`config.mk`:
```
export PLATFORM = sky130hd
export DESIGN_NAME = shk_iic_cfg_seq
export DESIGN_NICKNAME = d
export VERILOG_FILES = /design/src/rtl/shk_iic_cfg_seq.sv
export SDC_FILE = /design/constraint.sdc
export NUM_CORES = 1
export LEC_CHECK = 0
export ABC_AREA = 0
export BUFFER_PORTS_ARGS = -buffer_cell sky130_fd_sc_hd__buf_4
export CAP_MARGIN = 20
export CELL_PAD_IN_SITES_DETAIL_PLACEMENT = 1
export CELL_PAD_IN_SITES_GLOBAL_PLACEMENT = 1
export CORE_AREA = 2 2 135 137
export DETAILED_ROUTE_END_ITERATION = 12
export DIE_AREA = 0 0 137 139
export PLACE_DENSITY_LB_ADDON = 0.1
export REMOVE_ABC_BUFFERS = 1
export SYNTH_ARGS = -nofsm -noshare
export SYNTH_HDL_FRONTEND = slang
export SYNTH_SLANG_ARGS = --single-unit
```
`constraint.sdc`:
```
create_clock -name i_sys_clk -period 8.5 [get_ports i_sys_clk]
set_input_delay 0 -clock i_sys_clk [delete_from_list [all_inputs] [get_ports i_sys_clk]]
set_output_delay 0 -clock i_sys_clk [all_outputs]
set_load 0.01 [all_outputs]
```
`src/rtl/shk_iic_cfg_seq.sv`:
```
// Register-init sequencer: walks a synchronous table of {reg_addr, reg_data}
// entries and turns each write entry into one shake write transaction.
`timescale 1ns/1ps
module shk_iic_cfg_seq #(
  parameter int         MD_SIM_ABLE   = 0,
  parameter int         NB_SYS_PER    = 10,
  parameter logic [6:0] NB_DEV_ADDR   = 7'h3C,
  parameter int         NB_PWR_DLY_MS = 20,
  parameter int         NB_RDY_TMO    = 2_000_000,
  parameter int         WD_TAB_ADDR   = 8,
  parameter int         WD_SHK_DATA   = 8,
  parameter int         WD_SHK_ADDR   = 16,
  parameter int         WD_ERR_INFO   = 4
) (
  input  logic                   i_sys_clk,
  input  logic                   i_sys_resetn,
  input  logic                   i_cfg_start,
  output logic [WD_TAB_ADDR-1:0] m_tab_addr,
  input  logic [23:0]            m_tab_data,
  output logic                   m_shk_0_valid,
  output logic                   m_shk_0_msync,
  output logic [WD_SHK_DATA-1:0] m_shk_0_mdata,
  output logic [WD_SHK_DATA-1:0] m_shk_0_mdat1,
  output logic [WD_SHK_ADDR-1:0] m_shk_0_maddr,
  input  logic                   m_shk_0_ready,
  output logic                   o_cfg_busy,
  output logic                   o_cfg_done,
  output logic                   o_cfg_err,
  output logic [WD_ERR_INFO-1:0] m_err_shk_info1
);

  localparam int MS_CLKS = (MD_SIM_ABLE != 0) ? 100 : 1_000_000 / NB_SYS_PER;

  typedef enum logic [3:0] {
    S_IDLE, S_PWR_WAIT, S_FETCH, S_DECODE, S_ISSUE, S_BURST,
    S_WAIT_RDY, S_GAP, S_DELAY, S_DONE, S_ERR
  } state_t;

  state_t                 state_q;
  logic [WD_TAB_ADDR-1:0] idx_q;
  logic [23:0]            entry_q;
  logic                   fetch_ph_q;
  logic [1:0]             bcnt_q;
  logic [31:0]            tick_q;
  logic [15:0]            ms_left_q;
  logic [31:0]            tmo_q;
  logic                   valid_q;
  logic                   msync_q;
  logic [WD_SHK_DATA-1:0] mdata_q;
  logic [WD_SHK_ADDR-1:0] maddr_q;
  logic                   busy_q;
  logic                   done_q;
  logic                   err_q;
  logic [WD_ERR_INFO-1:0] info_q;

  logic [WD_TAB_ADDR-1:0] idx_inc_d;
  logic                   tick_wrap_d;
  logic                   is_end_d;
  logic                   is_dly_d;

  assign idx_inc_d   = idx_q + WD_TAB_ADDR'(1);
  assign tick_wrap_d = (tick_q == 32'(MS_CLKS - 1));
  assign is_end_d    = (entry_q[23:8] == 16'hFFFF);
  assign is_dly_d    = (entry_q[23:8] == 16'hFFFE);

  // Byte order on the shake bus: device address (write), reg hi, reg lo, data.
  function automatic logic [7:0] burst_byte(input logic [1:0] sel, input logic [23:0] ent);
    case (sel)
      2'd0:    burst_byte = {NB_DEV_ADDR, 1'b0};
      2'd1:    burst_byte = ent[23:16];
      2'd2:    burst_byte = ent[15:8];
      default: burst_byte = ent[7:0];
    endcase
  endfunction

  always_ff @(posedge i_sys_clk or negedge i_sys_resetn) begin
    if (!i_sys_resetn) begin
      state_q    <= S_IDLE;
      idx_q      <= '0;
      entry_q    <= '0;
      fetch_ph_q <= 1'b0;
      bcnt_q     <= '0;
      tick_q     <= '0;
      ms_left_q  <= '0;
      tmo_q      <= '0;
      valid_q    <= 1'b0;
      msync_q    <= 1'b0;
      mdata_q    <= '0;
      maddr_q    <= '0;
      busy_q     <= 1'b0;
      done_q     <= 1'b0;
      err_q      <= 1'b0;
      info_q     <= '0;
    end else begin
      valid_q <= 1'b0;
      case (state_q)
        S_IDLE, S_DONE, S_ERR: begin
          if (i_cfg_start) begin
            idx_q     <= '0;
            done_q    <= 1'b0;
            err_q     <= 1'b0;
            info_q    <= '0;
            busy_q    <= 1'b1;
            tick_q    <= '0;
            ms_left_q <= 16'(NB_PWR_DLY_MS);
            state_q   <= S_PWR_WAIT;
          end
        end

        S_PWR_WAIT: begin
          if (ms_left_q == 16'd0) begin
            fetch_ph_q <= 1'b0;
            state_q    <= S_FETCH;
          end else if (tick_wrap_d) begin
            tick_q    <= '0;
            ms_left_q <= ms_left_q - 16'd1;
          end else begin
            tick_q <= tick_q + 32'd1;
          end
        end

        // Address has been stable since the index last changed; the ROM
        // needs one more cycle before its output reflects it.
        S_FETCH: begin
          if (!fetch_ph_q) begin
            fetch_ph_q <= 1'b1;
          end else begin
            entry_q <= m_tab_data;
            state_q <= S_DECODE;
          end
        end

        S_DECODE: begin
          if (is_end_d) begin
            busy_q  <= 1'b0;
            done_q  <= 1'b1;
            state_q <= S_DONE;
          end else if (is_dly_d) begin
            ms_left_q <= {8'h00, entry_q[7:0]};
            tick_q    <= '0;
            state_q   <= S_DELAY;
          end else begin
            valid_q <= 1'b1;
            maddr_q <= WD_SHK_ADDR'(idx_q);
            state_q <= S_ISSUE;
          end
        end

        S_ISSUE: begin
          msync_q <= 1'b1;
          mdata_q <= WD_SHK_DATA'(burst_byte(2'd0, entry_q));
          bcnt_q  <= 2'd0;
          state_q <= S_BURST;
        end

        S_BURST: begin
          if (bcnt_q == 2'd3) begin
            msync_q <= 1'b0;
            tmo_q   <= '0;
            state_q <= S_WAIT_RDY;
          end else begin
            mdata_q <= WD_SHK_DATA'(burst_byte(bcnt_q + 2'd1, entry_q));
            bcnt_q  <= bcnt_q + 2'd1;
          end
        end

        // Ready has priority over a timeout firing in the same cycle.
        S_WAIT_RDY: begin
          if (m_shk_0_ready) begin
            state_q <= S_GAP;
          end else if (tmo_q == 32'(NB_RDY_TMO - 1)) begin
            busy_q  <= 1'b0;
            err_q   <= 1'b1;
            info_q  <= WD_ERR_INFO'(1);
            state_q <= S_ERR;
          end else begin
            tmo_q <= tmo_q + 32'd1;
          end
        end

        // GAP always advances after its single cycle; DELAY advances once
        // its millisecond count has run out. A wrap to 0 means no end marker.
        S_GAP, S_DELAY: begin
          if (state_q == S_GAP || ms_left_q == 16'd0) begin
            idx_q <= idx_inc_d;
            if (idx_inc_d == '0) begin
              busy_q  <= 1'b0;
              err_q   <= 1'b1;
              info_q  <= WD_ERR_INFO'(2);
              state_q <= S_ERR;
            end else begin
              fetch_ph_q <= 1'b0;
              state_q    <= S_FETCH;
            end
          end else if (tick_wrap_d) begin
            tick_q    <= '0;
            ms_left_q <= ms_left_q - 16'd1;
          end else begin
            tick_q <= tick_q + 32'd1;
          end
        end

        default: state_q <= S_IDLE;
      endcase
    end
  end

  assign m_tab_addr      = idx_q;
  assign m_shk_0_valid   = valid_q;
  assign m_shk_0_msync   = msync_q;
  assign m_shk_0_mdata   = mdata_q;
  assign m_shk_0_mdat1   = '0;
  assign m_shk_0_maddr   = maddr_q;
  assign o_cfg_busy      = busy_q;
  assign o_cfg_done      = done_q;
  assign o_cfg_err       = err_q;
  assign m_err_shk_info1 = info_q;

endmodule

```
=== Yosys cells after proc, flatten, opt, wreduce, memory -nomap -nowiden ===
Cells that the tools add are included.

* Add/sub/neg operators: 5
* Equal/unequal tests: 34
* Muxes and demuxes: 67
* Bitwise gates (word level): 2
* Reductions and logical operators: 27

{| class="wikitable"
|+ Operator list
! kind !! count
|-
| $mux W32 || 9
|-
| $pmux W32 S4 || 1
|-
| $mux W16 || 6
|-
| $add A32 B1 Y32 const B || 2
|-
| $pmux W16 S4 || 1
|-
| $pmux W32 S2 || 1
|-
| $mux W4 || 15
|-
| $eq A16 B16 Y1 const B || 2
|-
| $eq A32 B17 Y1 const B || 1
|-
| $eq A32 B21 Y1 const B || 1
|-
| $ne A2 B2 Y1 const B || 16
|-
| $pmux W4 S8 || 1
|-
| $pmux W8 S2 || 2
|-
| $mux W8 || 3
|-
| $pmux W8 S3 || 1
|-
| $mux W1 || 19
|-
| $reduce_and A6 Y1 || 3
|-
| $eq A4 B3 Y1 const B || 4
|-
| $logic_not A16 Y1 || 1
|-
| $sub A16 B1 Y16 const B || 1
|-
| $eq A4 B4 Y1 const B || 3
|-
| $pmux W4 S3 || 1
|-
| $reduce_and A3 Y1 || 3
|-
| $add A8 B1 Y8 const B || 1
|-
| other kinds (24) || 37
|}

* Flip-flop bits (word level): 144
* Bits of input ports: 28
* Output and inout bits: 49
* Logic and storage cells: 151

=== Logic depth before layout (Yosys ltp) ===
* Word-level depth: 5
* Depth in mapped cells: 10
* Depth with buffers taken out: 9

=== Worst setup path before layout ===
Ideal clock, no wire load.

* Path type: register to register
* Start: register tick_q[18]
* End: register ms_left_q[10]
* Library setup time: 0.078 ns
* Arrival: 2.881 ns
* Required time: 8.422 ns
* Setup slack: 5.542 ns
* Stages on the path, launching flop included: 9
* Path buffers: 1
* Clock period less this slack: 2.958 ns
* Cell sequence: dfrtp_1 -> or4_1 -> or4_4 -> o31ai_4 -> nand2_1 -> or4b_1 -> clkbuf_1 -> or4_1 -> a21oi_1

* Longest elaborated chain between the ends: 4
* Elaborated cells on any way between the ends: 5
* Classes of those cells: eq/ne (1); mux (4)

{| class="wikitable"
|+ Ends and longest elaborated chain
! item !! RTL line !! source
|-
| start: declaration || 44 || <nowiki>logic [31:0] tick_q;</nowiki>
|-
| start signal: assignment || 118 || <nowiki>tick_q <= tick_q + 32'd1;</nowiki>
|-
| start signal: assignment || 199 || <nowiki>tick_q <= tick_q + 32'd1;</nowiki>
|-
| $eq A32 B17 Y1 * || 62 || <nowiki>assign tick_wrap_d = (tick_q == 32'(MS_CLKS - 1));</nowiki>
|-
| $mux W16 * || - ||
|-
| $mux W16, on equally long branches || - ||
|-
| $pmux W16 S4 * || - ||
|-
| end signal: assignment || 105 || <nowiki>ms_left_q <= 16'(NB_PWR_DLY_MS);</nowiki>
|-
| end signal: assignment || 116 || <nowiki>ms_left_q <= ms_left_q - 16'd1;</nowiki>
|-
| end signal: assignment || 139 || <nowiki>ms_left_q <= {8'h00, entry_q[7:0]};</nowiki>
|-
| end: declaration || 45 || <nowiki>logic [15:0] ms_left_q;</nowiki>
|}

Every way passes the cells marked *; elsewhere a longest branch is shown, timed or not. The select of a mux whose other input is x is not followed.
A chain may end at the register's enable or synchronous reset.

=== Final worst setup path ===
* Start: register tick_q[18]
* End: register ms_left_q[12]

Same word-level chain as after synthesis.

==> results.ini <==
[critical_path]
cp_cell_sequence = or4_1 > or4_4 > o31ai_4 > buf_4 > nand2_1 > or4b_1 > or4_1 > a21oi_1
cp_num_buf_inv = 1
critPathMostFrequentCell = or4_1
crit_arrival_ps = 4300
critical-path-top-delay-family = simple AND/OR/NAND/NOR gates
cpMaxStageDelayCell = o31ai_4
worstPathRequired_ps = 8850
criticalPathCategory = reg2reg
max_stage_delay_ps = 770
crit_fanout = 21
end_kind = flip-flop
crit_path_start_kind = flip-flop
crit_start = tick_q[18]
reg2reg_from = tick_q[18]

[clocking]
numCtsBuffers = 17
cts_setup_buffers = 0
clock_path_buffers = 2
cts_resized = 0
root_buffer = clkbuf_16
cts_sinks = 142
cts.clk_slew.worst_paths_ps = 60
insertion_delay_ps = 430
htreeDepth = 4
cts_tree = built
ctsHoldBuffers = 26

[yosys]
yosysWarnings = 0
synth_area_per_cell_um2 = 8.99
synth.distinct_cells = 52
synth.cell_area_um2 = 7720
yosysMostFrequentCell = dfrtp_1
yosysSeqAreaShare_pct = 46.0
ys_ff_latch = 142
synth_enable_flop_cells = 0
synth.largest_area_cell = dfrtp_1
synth_ff_type = dfrtp_1
syn_inst = 859
synth-async-reset-ratio_pct = 100
synth_top_area_share_pct = 46.0
ys_top_cells_by_area = dfrtp_1 46%, o21ai_0 8.2%, mux2_2 4.8%, nor2_1 3.9%, nand2_1 3.3%
synthTopCellsByCount = 142 x dfrtp_1, 126 x o21ai_0, 80 x nor2_1, 68 x nand2_1, 49 x a21oi_1

[routing]
drtIter0Drc = 302
final_antenna_net_count = 0
drc_errors = 0
vias = 7011
drt_wl_total_um = 22400
vias_per_cell = 5.99
dr.pass1.iters = 5
routedWlPerCell_um = 19.2

[floorplanning]
initial_core_util_pct = 43.7
die_h_um = 139
chipWidth_um = 137
rows = 49
dieArea_um2 = 19000
io_pins = 77
core_um2 = 17700

[timing]
fin_crit_sh_pct = 46.6
worst_pin_slew_ps = 1070
tns_ps = 0
finalHoldViolations = 0
finClkSkew_ps = 9.07
fin_crit_ps = 3960
fin_hold_ws_ps = 67.6
timing.fmax_ghz = 0.253
finalSetupViolCount = 0
slew_viol_final = 0
relSlewSlack_pct = 28.1
rsz0062_at_grt = false

[hold_path]
hold_start = i_cfg_start
holdCritPathClass = in2reg

[global_routing]
antenna_found_initial = 0
first_global_vias = 7215
grt_max_degree = 76
grt_use_met1_pct = 33.5
grt_util_all_layers_pct = 24.4
top_usage_layer = met2
grt.met3_usage_pct = 4.31
grt_pass1_wl_um = 37200
met2_usage_pct = 39.3
grt-ovfl-total = 0

[cells_and_area]
layout-drive-gt1-share_pct = 14.5
nets = 967
diodes = 0
syn2layout_area_growth_pct = 18.7

[run_status]
status = finished, final reports clean

[pwr]
p_leak_nw = 3.99
power_density_nw_per_um2 = 314
vdd_drop_max_uv = 195

[placement]
routabilityCongestion = 0.810
hpwl_um = 15000
io_buffers = 58

[flow_run]
maxCapViolCount = 0

==> final timing paths <==
| path | to | slack [ps] | cells past startpoint |
|---|---|---|---|
| min in group asynchronous | m_shk_0_maddr[2] | 120 | 2 |
| worst min-delay path | o_cfg_done | 70 | 4 |
| worst max register to register | ms_left_q[12] | 4540 | 8 |
| worst max-delay path | ms_left_q[12] | 4540 | 8 |
| max in group asynchronous | ms_left_q[2] | 6950 | 3 |
| worst min register to register | tmo_q[6] | 500 | 1 |
==> metal layers <==
layer,up-vias,wire length (µm)
met4,0,321
met5,-,0
li1,3261,-
met2,164,10800
met1,3555,10400
met3,31,877
==> cell type report <==
type	count	area, µm²
flip-flops and latches	142	3550
clock inverters	15	173
fillers	2019	8490
well taps	229	287
repair buffers	94	786
clock buffers	17	425
multi-input cells	656	3880
inverters	18	67.6
==> power by group <==
group | internal [mW] | switching (mW) | total [mW]
clock network | 0.460 | 0.307 | 0.767
registers | 0.820 | 0.183 | 1.00
logic | 0.434 | 0.679 | 1.11
total | 1.71 | 1.17 | 2.88
==> metrics by stage <==
step	area [µm²]	cells	total power, mW	util [%]	worst slack [ps]
after floorplan	7490	816	1.68	-	4800
after global placement	8280	1110	2.03	46.9	4740
after detailed placement	8290	1111	2.09	46.9	4580
after CTS	9150	1169	2.88	51.8	4560
after global routing	9170	1171	3.08	51.9	4310
final	9170	1171	2.88	51.9	4540
==> registers in the layout (all words and copies together) (netlist names), 2 cells and up <==
register,flops
state_q,4
m_shk_0_mdata,8
m_shk_0_maddr,8
entry_q,24
m_tab_addr,8
m_err_shk_info1,2
tick_q,32
bcnt_q,2
ms_left_q,16
tmo_q,32
==> cells by family after synthesis <==
family	count (synthesis)	share of synthesized area, %
compound gates	250	19.0
xor+xnor	16	1.81
fa+ha+maj	10	1.62
buf+inv	78	4.67
flops	142	46.0
mux	40	5.72
other cells	1	0.0486
simple gates	322	21.1
==> worst register-to-register path: stages, from the launching register on <==
cell and delay [ps]:
dfrtp_1 450, or4_1 500, or4_4 500, o31ai_4 770, buf_4 340, nand2_1 100
or4b_1 630, or4_1 440, a21oi_1 160
==> placed cells by master (no fill, tap or decap), drive strengths merged, types with 12 or more instances in the layout <==
cell type      n
dfrtp        142
o21ai        126
nor2          80
nand2         68
buf           68
a21oi         49
mux2          33
nand3         30
nand4         29
dlygate4sd3   26
nor3          22
conb          18
inv           17
and3          17
a31oi         17
clkbuf        17
nor4          17
o31ai         17
and2          12
Note: power is estimated with default switching activity, not from simulation.
